[src/rtl/rgmii_speed_detect.sv]
// rgmii_speed_detect: classifies the RGMII link as 10M/100M/1000M from the
// toggle rate of a prescaled rx clock bit. Define SPEED_DETECT_LINK_MON_EN
// to add receive-clock loss detection (LINK_DOWN state, live link_up).
module rgmii_speed_detect #(
    parameter int         REF_CNT_WIDTH  = 7,
    parameter int         EDGE_CNT_WIDTH = 2,
    parameter int         THRESH_100M    = 32,
    parameter int         SYNC_STAGES    = 3,
    parameter int         HYST_COUNT     = 2,
    parameter int         NOCLK_WINDOWS  = 4,
    parameter logic [1:0] DEFAULT_SPEED  = 2'b10
) (
    input  logic       clk,
    input  logic       rst,
    input  logic       rx_prescale_msb,
    output logic [1:0] speed,
    output logic       mii_select,
    output logic       speed_valid,
    output logic       speed_change,
    output logic       link_up
);

    // Agree and no-clock counters share one width wide enough for either limit.
    localparam int STAT_MAX = (HYST_COUNT > NOCLK_WINDOWS) ? HYST_COUNT : NOCLK_WINDOWS;
    localparam int STAT_W   = $clog2(STAT_MAX + 1);

    localparam logic [REF_CNT_WIDTH-1:0] THRESH    = REF_CNT_WIDTH'(THRESH_100M);
    localparam logic [STAT_W-1:0]        HYST      = STAT_W'(HYST_COUNT);
    localparam logic [STAT_W-1:0]        AGREE_ONE = STAT_W'(1);

    typedef enum logic [1:0] {
        RESET_HOLD,
        MEASURE,
        CLASSIFY,
        LINK_DOWN
    } state_t;

    state_t state, state_nxt;

    logic [SYNC_STAGES-1:0]    sync;
    logic                      edge_q;
    logic [REF_CNT_WIDTH-1:0]  ref_cnt, ref_nxt;
    logic [EDGE_CNT_WIDTH-1:0] edge_cnt, edge_nxt;
    logic                      pend, pend_nxt;
    logic [1:0]                cls, cls_nxt;
    logic [1:0]                cand, cand_nxt;
    logic [STAT_W-1:0]         agree, agree_nxt;
    logic [1:0]                speed_nxt;
    logic                      valid_nxt;
    logic                      change_nxt;
    logic                      edge_close;
    logic                      ref_close;
    logic                      classified;

`ifdef SPEED_DETECT_LINK_MON_EN
    localparam logic [STAT_W-1:0] NOCLK_LAST = STAT_W'(NOCLK_WINDOWS - 1);

    logic              empty, empty_nxt;
    logic [STAT_W-1:0] noclk, noclk_nxt;
    logic              link_nxt;

    assign classified = ~empty;
`else
    assign classified = 1'b1;
    assign link_up    = 1'b1;
`endif

    assign mii_select = (speed != 2'b10);
    assign edge_close = &edge_cnt;
    assign ref_close  = &ref_cnt;

    // Synchronise the async prescaler bit and register a one-cycle edge strobe.
    always_ff @(posedge clk or posedge rst) begin
        if (rst) begin
            sync   <= '0;
            edge_q <= 1'b0;
        end else begin
            sync   <= {sync[SYNC_STAGES-2:0], rx_prescale_msb};
            edge_q <= sync[SYNC_STAGES-1] ^ sync[SYNC_STAGES-2];
        end
    end

    // State register.
    always_ff @(posedge clk or posedge rst) begin
        if (rst) begin
            state <= RESET_HOLD;
        end else begin
            state <= state_nxt;
        end
    end

    // Window counters, hysteresis and committed outputs.
    always_ff @(posedge clk or posedge rst) begin
        if (rst) begin
            ref_cnt      <= '0;
            edge_cnt     <= '0;
            pend         <= 1'b0;
            cls          <= 2'b00;
            cand         <= DEFAULT_SPEED;
            agree        <= '0;
            speed        <= DEFAULT_SPEED;
            speed_valid  <= 1'b0;
            speed_change <= 1'b0;
`ifdef SPEED_DETECT_LINK_MON_EN
            empty        <= 1'b0;
            noclk        <= '0;
            link_up      <= 1'b0;
`endif
        end else begin
            ref_cnt      <= ref_nxt;
            edge_cnt     <= edge_nxt;
            pend         <= pend_nxt;
            cls          <= cls_nxt;
            cand         <= cand_nxt;
            agree        <= agree_nxt;
            speed        <= speed_nxt;
            speed_valid  <= valid_nxt;
            speed_change <= change_nxt;
`ifdef SPEED_DETECT_LINK_MON_EN
            empty        <= empty_nxt;
            noclk        <= noclk_nxt;
            link_up      <= link_nxt;
`endif
        end
    end

    // Next state: window measurement, classification and commit.
    always_comb begin
        state_nxt  = state;
        ref_nxt    = ref_cnt;
        edge_nxt   = edge_cnt;
        pend_nxt   = pend;
        cls_nxt    = cls;
        cand_nxt   = cand;
        agree_nxt  = agree;
        speed_nxt  = speed;
        valid_nxt  = speed_valid;
        change_nxt = 1'b0;
`ifdef SPEED_DETECT_LINK_MON_EN
        empty_nxt  = empty;
        noclk_nxt  = noclk;
        link_nxt   = link_up;
`endif
        unique case (state)
            RESET_HOLD: begin
                ref_nxt   = '0;
                edge_nxt  = '0;
                pend_nxt  = edge_q;
                state_nxt = MEASURE;
            end
            MEASURE: begin
`ifdef SPEED_DETECT_LINK_MON_EN
                if (edge_q) link_nxt = 1'b1;
`endif
                if (edge_close || ref_close) begin
                    state_nxt = CLASSIFY;
                    ref_nxt   = '0;
                    edge_nxt  = '0;
                    // An edge in the closing cycle belongs to the next window.
                    pend_nxt  = edge_q;
`ifdef SPEED_DETECT_LINK_MON_EN
                    empty_nxt = ~edge_close && (edge_cnt == '0);
`endif
                    if (edge_close) begin
                        cls_nxt = (ref_cnt >= THRESH) ? 2'b01 : 2'b10;
                    end else begin
                        cls_nxt = 2'b00;
                    end
                end else begin
                    ref_nxt  = ref_cnt + REF_CNT_WIDTH'(1);
                    edge_nxt = edge_cnt + EDGE_CNT_WIDTH'(pend)
                             + EDGE_CNT_WIDTH'(edge_q);
                    pend_nxt = 1'b0;
                end
            end
            CLASSIFY: begin
                state_nxt = MEASURE;
                pend_nxt  = pend | edge_q;
                if (classified) begin
`ifdef SPEED_DETECT_LINK_MON_EN
                    noclk_nxt = '0;
`endif
                    if (cls == cand) begin
                        if (agree < HYST) agree_nxt = agree + AGREE_ONE;
                    end else begin
                        cand_nxt  = cls;
                        agree_nxt = AGREE_ONE;
                    end
                    if (agree_nxt >= HYST) begin
                        speed_nxt  = cand_nxt;
                        valid_nxt  = 1'b1;
                        change_nxt = (cand_nxt != speed);
                    end
                end
`ifdef SPEED_DETECT_LINK_MON_EN
                else if (noclk == NOCLK_LAST) begin
                    // Receive clock lost: drop validity, keep last speed.
                    state_nxt = LINK_DOWN;
                    noclk_nxt = '0;
                    link_nxt  = 1'b0;
                    valid_nxt = 1'b0;
                    cand_nxt  = DEFAULT_SPEED;
                    agree_nxt = '0;
                end else begin
                    noclk_nxt = noclk + AGREE_ONE;
                end
`endif
            end
`ifdef SPEED_DETECT_LINK_MON_EN
            LINK_DOWN: begin
                ref_nxt  = '0;
                edge_nxt = '0;
                if (pend || edge_q) begin
                    // The reviving edge is counted in the new window.
                    state_nxt = MEASURE;
                    link_nxt  = 1'b1;
                    pend_nxt  = 1'b1;
                end
            end
`endif
            default: begin
                state_nxt = MEASURE;
            end
        endcase
    end

endmodule

[config.mk]
export PLATFORM = sky130hd
export DESIGN_NAME = rgmii_speed_detect
export DESIGN_NICKNAME = d
export VERILOG_FILES = /design/src/rtl/rgmii_speed_detect.sv
export SDC_FILE = /design/constraint.sdc
export NUM_CORES = 1
export LEC_CHECK = 0
export CAP_MARGIN = 20
export CORE_UTILIZATION = 30
export DETAILED_ROUTE_END_ITERATION = 8
export GPL_ROUTABILITY_DRIVEN = 0
export HOLD_SLACK_MARGIN = 0.15
export MAX_ROUTING_LAYER = met4
export PLACE_DENSITY = 0.47
export RECOVER_POWER = 50
export SYNTH_ARGS = -nofsm -noshare
export SYNTH_HDL_FRONTEND = slang
export SYNTH_SLANG_ARGS = --single-unit
[constraint.sdc]
create_clock -name clk -period 1.6 [get_ports clk]
set_input_delay 0.48 -clock clk [delete_from_list [all_inputs] [get_ports clk]]
set_output_delay 0.48 -clock clk [all_outputs]
set_load 0.01 [all_outputs]
== After elaboration in Yosys (flattened, before gate mapping) ==
Cells that the tools add are included.

* Mux-type cells: 17
* Add/sub/neg operators: 4
* Order comparisons: 3
* Equal/unequal tests: 6
* Bitwise logic cells: 2
* Reductions and logical operators: 8

{| class="wikitable"
|+ Operators with widths
! kind !! count
|-
| $mux 2 || 7
|-
| $pmux 7 s2 || 1
|-
| $mux 3 || 3
|-
| $add 7x1->7 const B || 1
|-
| $ge 7x6->1 const B || 1
|-
| $mux 7 || 1
|-
| $reduce_and 7->1 || 1
|-
| $reduce_and 2->1 || 3
|-
| $add 2x1->2 || 2
|-
| $ne 2x2->1 const B || 2
|-
| $pmux 2 s2 || 1
|-
| $add 3x1->3 const B || 1
|-
| $ge 3x2->1 const B || 1
|-
| $lt 3x2->1 const B || 1
|-
| $mux 1 || 3
|-
| $pmux 1 s3 || 1
|-
| $reduce_bool 3->1 || 1
|-
| $eq 2x1->1 const B || 1
|-
| $eq 2x2->1 || 1
|-
| $eq 2x2->1 const B || 1
|-
| $logic_not 2->1 || 1
|-
| $ne 2x2->1 || 1
|-
| $reduce_bool 2->1 || 1
|-
| $logic_or 1x1->1 || 1
|-
| 2 further kinds || 2
|}

* Output and inout bits: 6
* Register bits after elaboration: 27

== Depth between registers and ports, before layout ==
* Word-level depth: 7
* Depth in mapped cells: 6
* Depth with buffers taken out: 6

== Least setup slack after synthesis ==
Ideal clock, no wire load.

* Path kind: register to register
* Start: register agree[1]
* End: register speed[0]
* Path buffers: 0
* Setup slack: 0.056 ns
* Library setup time: 0.128 ns
* Cell stages (with the launch flop): 5
* Data arrival time: 1.417 ns
* Required time: 1.472 ns
* Cells stage by stage: dfrtp_1 -> ha_1 -> o41ai_2 -> nor2_1 -> mux2_1

* Longest elaborated chain between the ends: 6
* Elaborated cells between the ends (all ways): 7

{| class="wikitable"
|+ RTL lines
! element !! RTL line !! text
|-
| start: declaration || 47 || <nowiki>logic [STAT_W-1:0] agree, agree_nxt;</nowiki>
|-
| start signal: assignment || 115 || <nowiki>agree <= agree_nxt;</nowiki>
|-
| $add 3x1->3 or $lt 3x2->1 (tied branches) || 184 || <nowiki>if (agree < HYST) agree_nxt = agree + AGREE_ONE;</nowiki>
|-
| $mux 3 * || 184 ||
|-
| $mux 3 * || 183 || <nowiki>if (cls == cand) begin</nowiki>
|-
| $mux 3 * || 144 || <nowiki>unique case (state)</nowiki>
|-
| $ge 3x2->1 * || 189 || <nowiki>if (agree_nxt >= HYST) begin</nowiki>
|-
| $reduce_and 2->1 (no line) * || -- ||
|-
| end signal: assignment || 116 || <nowiki>speed <= speed_nxt;</nowiki>
|-
| end: declaration || 16 || <nowiki>output logic [1:0] speed,</nowiki>
|}

Mark *: on every way between the ends. The rest lies on a longest branch, timed or not. The select of a mux whose other input is x is not followed.
A chain may end at the register's enable or synchronous reset.

== Worst setup path after layout ==
* Start: register agree[0]
* End: register speed[0]

Same word-level chain as after synthesis.

==> flow_metrics.py <==
metrics = {
    "status": {
        "outcome": "complete, no violations",
    },
    "finish": {
        "drive_gt1_share_pct": 18.8,
        "mostFrequentLayoutCells": "dfrtp_1, nand2_1, inv_1, buf_4, o21ai_0",
        "mostFrequentLayoutCell": "dfrtp_1",
        "final_core_util_pct": 37.2,
        "final_cells": 201,
        "nNetsFinal": 161,
        "syn_to_final_growth_pct": 18.7,
        "diodes": 0,
    },
    "grt": {
        "grt_max_degree": 28,
        "overflow": 0,
        "track_usage_pct": 12.5,
        "grt_antenna_before_repair": 0,
        "grt_pass1_wl_mm": 4.71,
        "grt_pass1_vias": 1027,
    },
    "route": {
        "ant_nets": 0,
        "viasPerCell": 5.05,
        "wl_mm": 2.65,
        "drt_iter0_drc": 26,
        "vias": 1015,
        "wl_per_cell_um": 13.2,
        "drc_errors": 0,
        "first_pass_iters": 4,
    },
    "cts": {
        "cts-root-buf": "clkbuf_8",
        "clock_path_buffers": 2,
        "h-tree-depth": 1,
        "clk_latency_ns": 0.27,
        "cts_tree": "done",
        "ctsHoldBuffers": 0,
        "clk_pin_slew_ns": 0.09,
        "cts_made_buffers": 3,
        "cts_sinks": 27,
    },
    "hold_path": {
        "hold_path.class": "reg2reg",
        "min_from": "sync[0]",
        "whs_path_depth": 0,
    },
    "timing": {
        "fin_crit_ns": 1.54,
        "period_share_pct": 95.9,
        "finalSetupViolCount": 0,
        "drv_slew": 0,
        "max_freq_ghz": 0.651,
        "final_hold_viol_count": 0,
        "max-slew-margin-rel_pct": 53.5,
        "worst_pin_slew_ns": 0.698,
        "finClkSkew_ns": 0.00190,
    },
    "worst_setup_path": {
        "slowest_stage": "dfrtp_1",
        "crit_required_ns": 1.76,
        "slowest_delay_ns": 0.39,
        "cp_data_arrival_time_ns": 1.70,
        "crit_start": "agree[0]",
        "crit_fanout": 3,
        "start_kind": "flip-flop",
        "regToRegSetupSlack_ns": 0.06,
        "reg2reg_depth": 4,
        "worstReg2RegStart": "agree[0]",
        "cp-end-kind": "flip-flop",
        "critPathKind": "reg2reg",
        "path_cells": "ha_1 -> o41ai_4 -> nor2_2 -> mux2_1",
    },
    "run": {
        "maxCapViolCount": 0,
    },
    "placed_design": {
        "dpl.hpwl_mm": 1.77,
        "io_buffers": 7,
        "placed_cells": 194,
    },
    "die": {
        "die_w_um": 69.5,
        "io_pins": 9,
        "die_area_um2": 4830,
        "core_area_um2": 4350,
        "rows": 24,
        "start_util_pct": 31.4,
        "die_h_um": 69.5,
    },
    "synthesis": {
        "seq_area_frac_synth_pct": 49.6,
        "synth_xor_area_share_pct": 4.49,
        "synth_area_per_cell_um2": 10.6,
        "syn-cell-area_um2": 1370,
        "muxShareOfSynthArea_pct": 4.12,
        "yosys.area_share.simple_pct": 11.1,
        "synth_compound_area_share_pct": 18.0,
        "synth.distinct_cells": 42,
        "synth_warnings": 0,
        "synth-adder-area-share_pct": 7.88,
        "synth_fp_nets": 140,
        "synth_seq_cells": 27,
        "synth_top_family_by_area": "compound AO/OA/AOI/OAI gates",
        "postSynthCellCount": 129,
    },
    "pwr": {
        "peakVddDrop_mv": 0.589,
        "cellPowerDensity_nw_per_um2": 1670,
        "power_leakage_nw": 0.723,
    },
}
==> synth_stat cells, drive strengths merged <==
cell type	number	area (um^2)
or4	1	7.51
a2bb2oi	1	8.76
a31oi	3	18.8
nand2	11	41.3
dfstp	2	52.6
a211o	1	8.76
a211oi	2	15.0
a21oi	3	15.0
nor2	7	26.3
nor2b	2	12.5
o41ai	1	16.3
o211ai	1	7.51
o21bai	1	7.51
a21bo	1	10.0
o31ai	2	15.0
and4	1	8.76
ha	7	87.6
xor2	1	8.76
xnor2	6	52.6
nor3	1	5.00
nand2b	1	6.26
nand4	1	6.26
o21ai	8	40.0
mux2	5	56.3
conb	1	3.75
inv	12	45.0
a22oi	1	7.51
fa	1	20.0
clkbuf	1	3.75
buf	2	12.5
or2	1	6.26
nand3	5	25.0
o32ai	4	35.0
or3	1	6.26
a21boi	1	7.51
o2111ai	1	8.76
dfrtp	25	626
o22a	2	17.5
o21a	1	7.51
==> layer usage <==
| layer | up-vias | GRT usage, % | part of all wire, % | routed length (um) |
|---|---|---|---|---|
| li1 | 497 | - | - | - |
| met1 | 495 | 15.6 | 46 | 1230 |
| met2 | 19 | 19.7 | 49 | 1310 |
| met3 | 4 | 2.33 | 3.0 | 79 |
| met4 | 0 | 5.67 | 1.4 | 37 |
| met5 | - | - | 0 | 0 |
==> timing repair <==
item                                    in CTS  in global routing
hold endpoints to repair                     0                  0
gates resized for setup                      9                  5
endpoints found under the setup margin       6                  3
buffers inserted                             2                  1
pin swaps                                    1                  0
==> worst max-delay path: cells and delay by family, from the launching register on <==
kind | cells | cell delay (ns)
and+or+nand+nor | 1 | 0.09
DFF | 1 | 0.39
muxes | 1 | 0.32
AOI/OAI and AO/OA | 1 | 0.28
adders and majority gates | 1 | 0.35
==> sequential cells by signal, indices dropped and copies added, names as in the netlist <==
name          cells
pend              1
cls               2
ref_cnt           7
speed_change      1
speed             2
cand              2
edge_cnt          2
speed_valid       1
state             2
edge_q            1
agree             3
sync              3
==> area by class of cell <==
type / instances / area [um^2]
inverter: 12 / 45.0
clock buffer: 3 / 41.3
multi-input combinational: 87 / 643
tap: 52 / 65.1
sequential: 27 / 678
fill: 425 / 2730
clock inverter: 1 / 5.00
timing repair buffer: 19 / 144
==> power breakdown <==
group | switching, mW | internal (mW)
registers | 0.195 | 0.906
logic | 0.620 | 0.597
clock network | 0.219 | 0.175
total | 1.03 | 1.68
==> metrics by stage <==
step	total power, mW	area [um^2]	setup slack, ns	hold WS, ns	setup TNS, ns
after CTS	2.71	1620	0.0249	0.361	0
after floorplan	1.86	1370	0.0555	0.331	0
after detailed placement	2.30	1570	-0.0251	0.339	-0.0251
after global routing	2.95	1620	-0.000178	0.377	-0.000178
after global placement	2.27	1570	0.0360	0.334	0
final	2.71	1620	0.0649	0.359	0
==> worst paths after layout <==
check / end
min: sync[1]
max: speed[0]
min reg2reg: sync[1]
min in group asynchronous: agree[1]
max in group asynchronous: state[0]
max reg2reg: speed[0]
==> logic make-up (layout without fill, tap and decap cells) <==
kind of cell	Yosys count	after routing
AOI/OAI and AO/OA	34	34
and+or+nand+nor	32	32
DFF	27	27
buffers and inverters	15	35
adders and majority gates	8	8
xor gates and xnor gates	7	7
muxes	5	5
other	1	1
(Power assumes the default switching activity.)
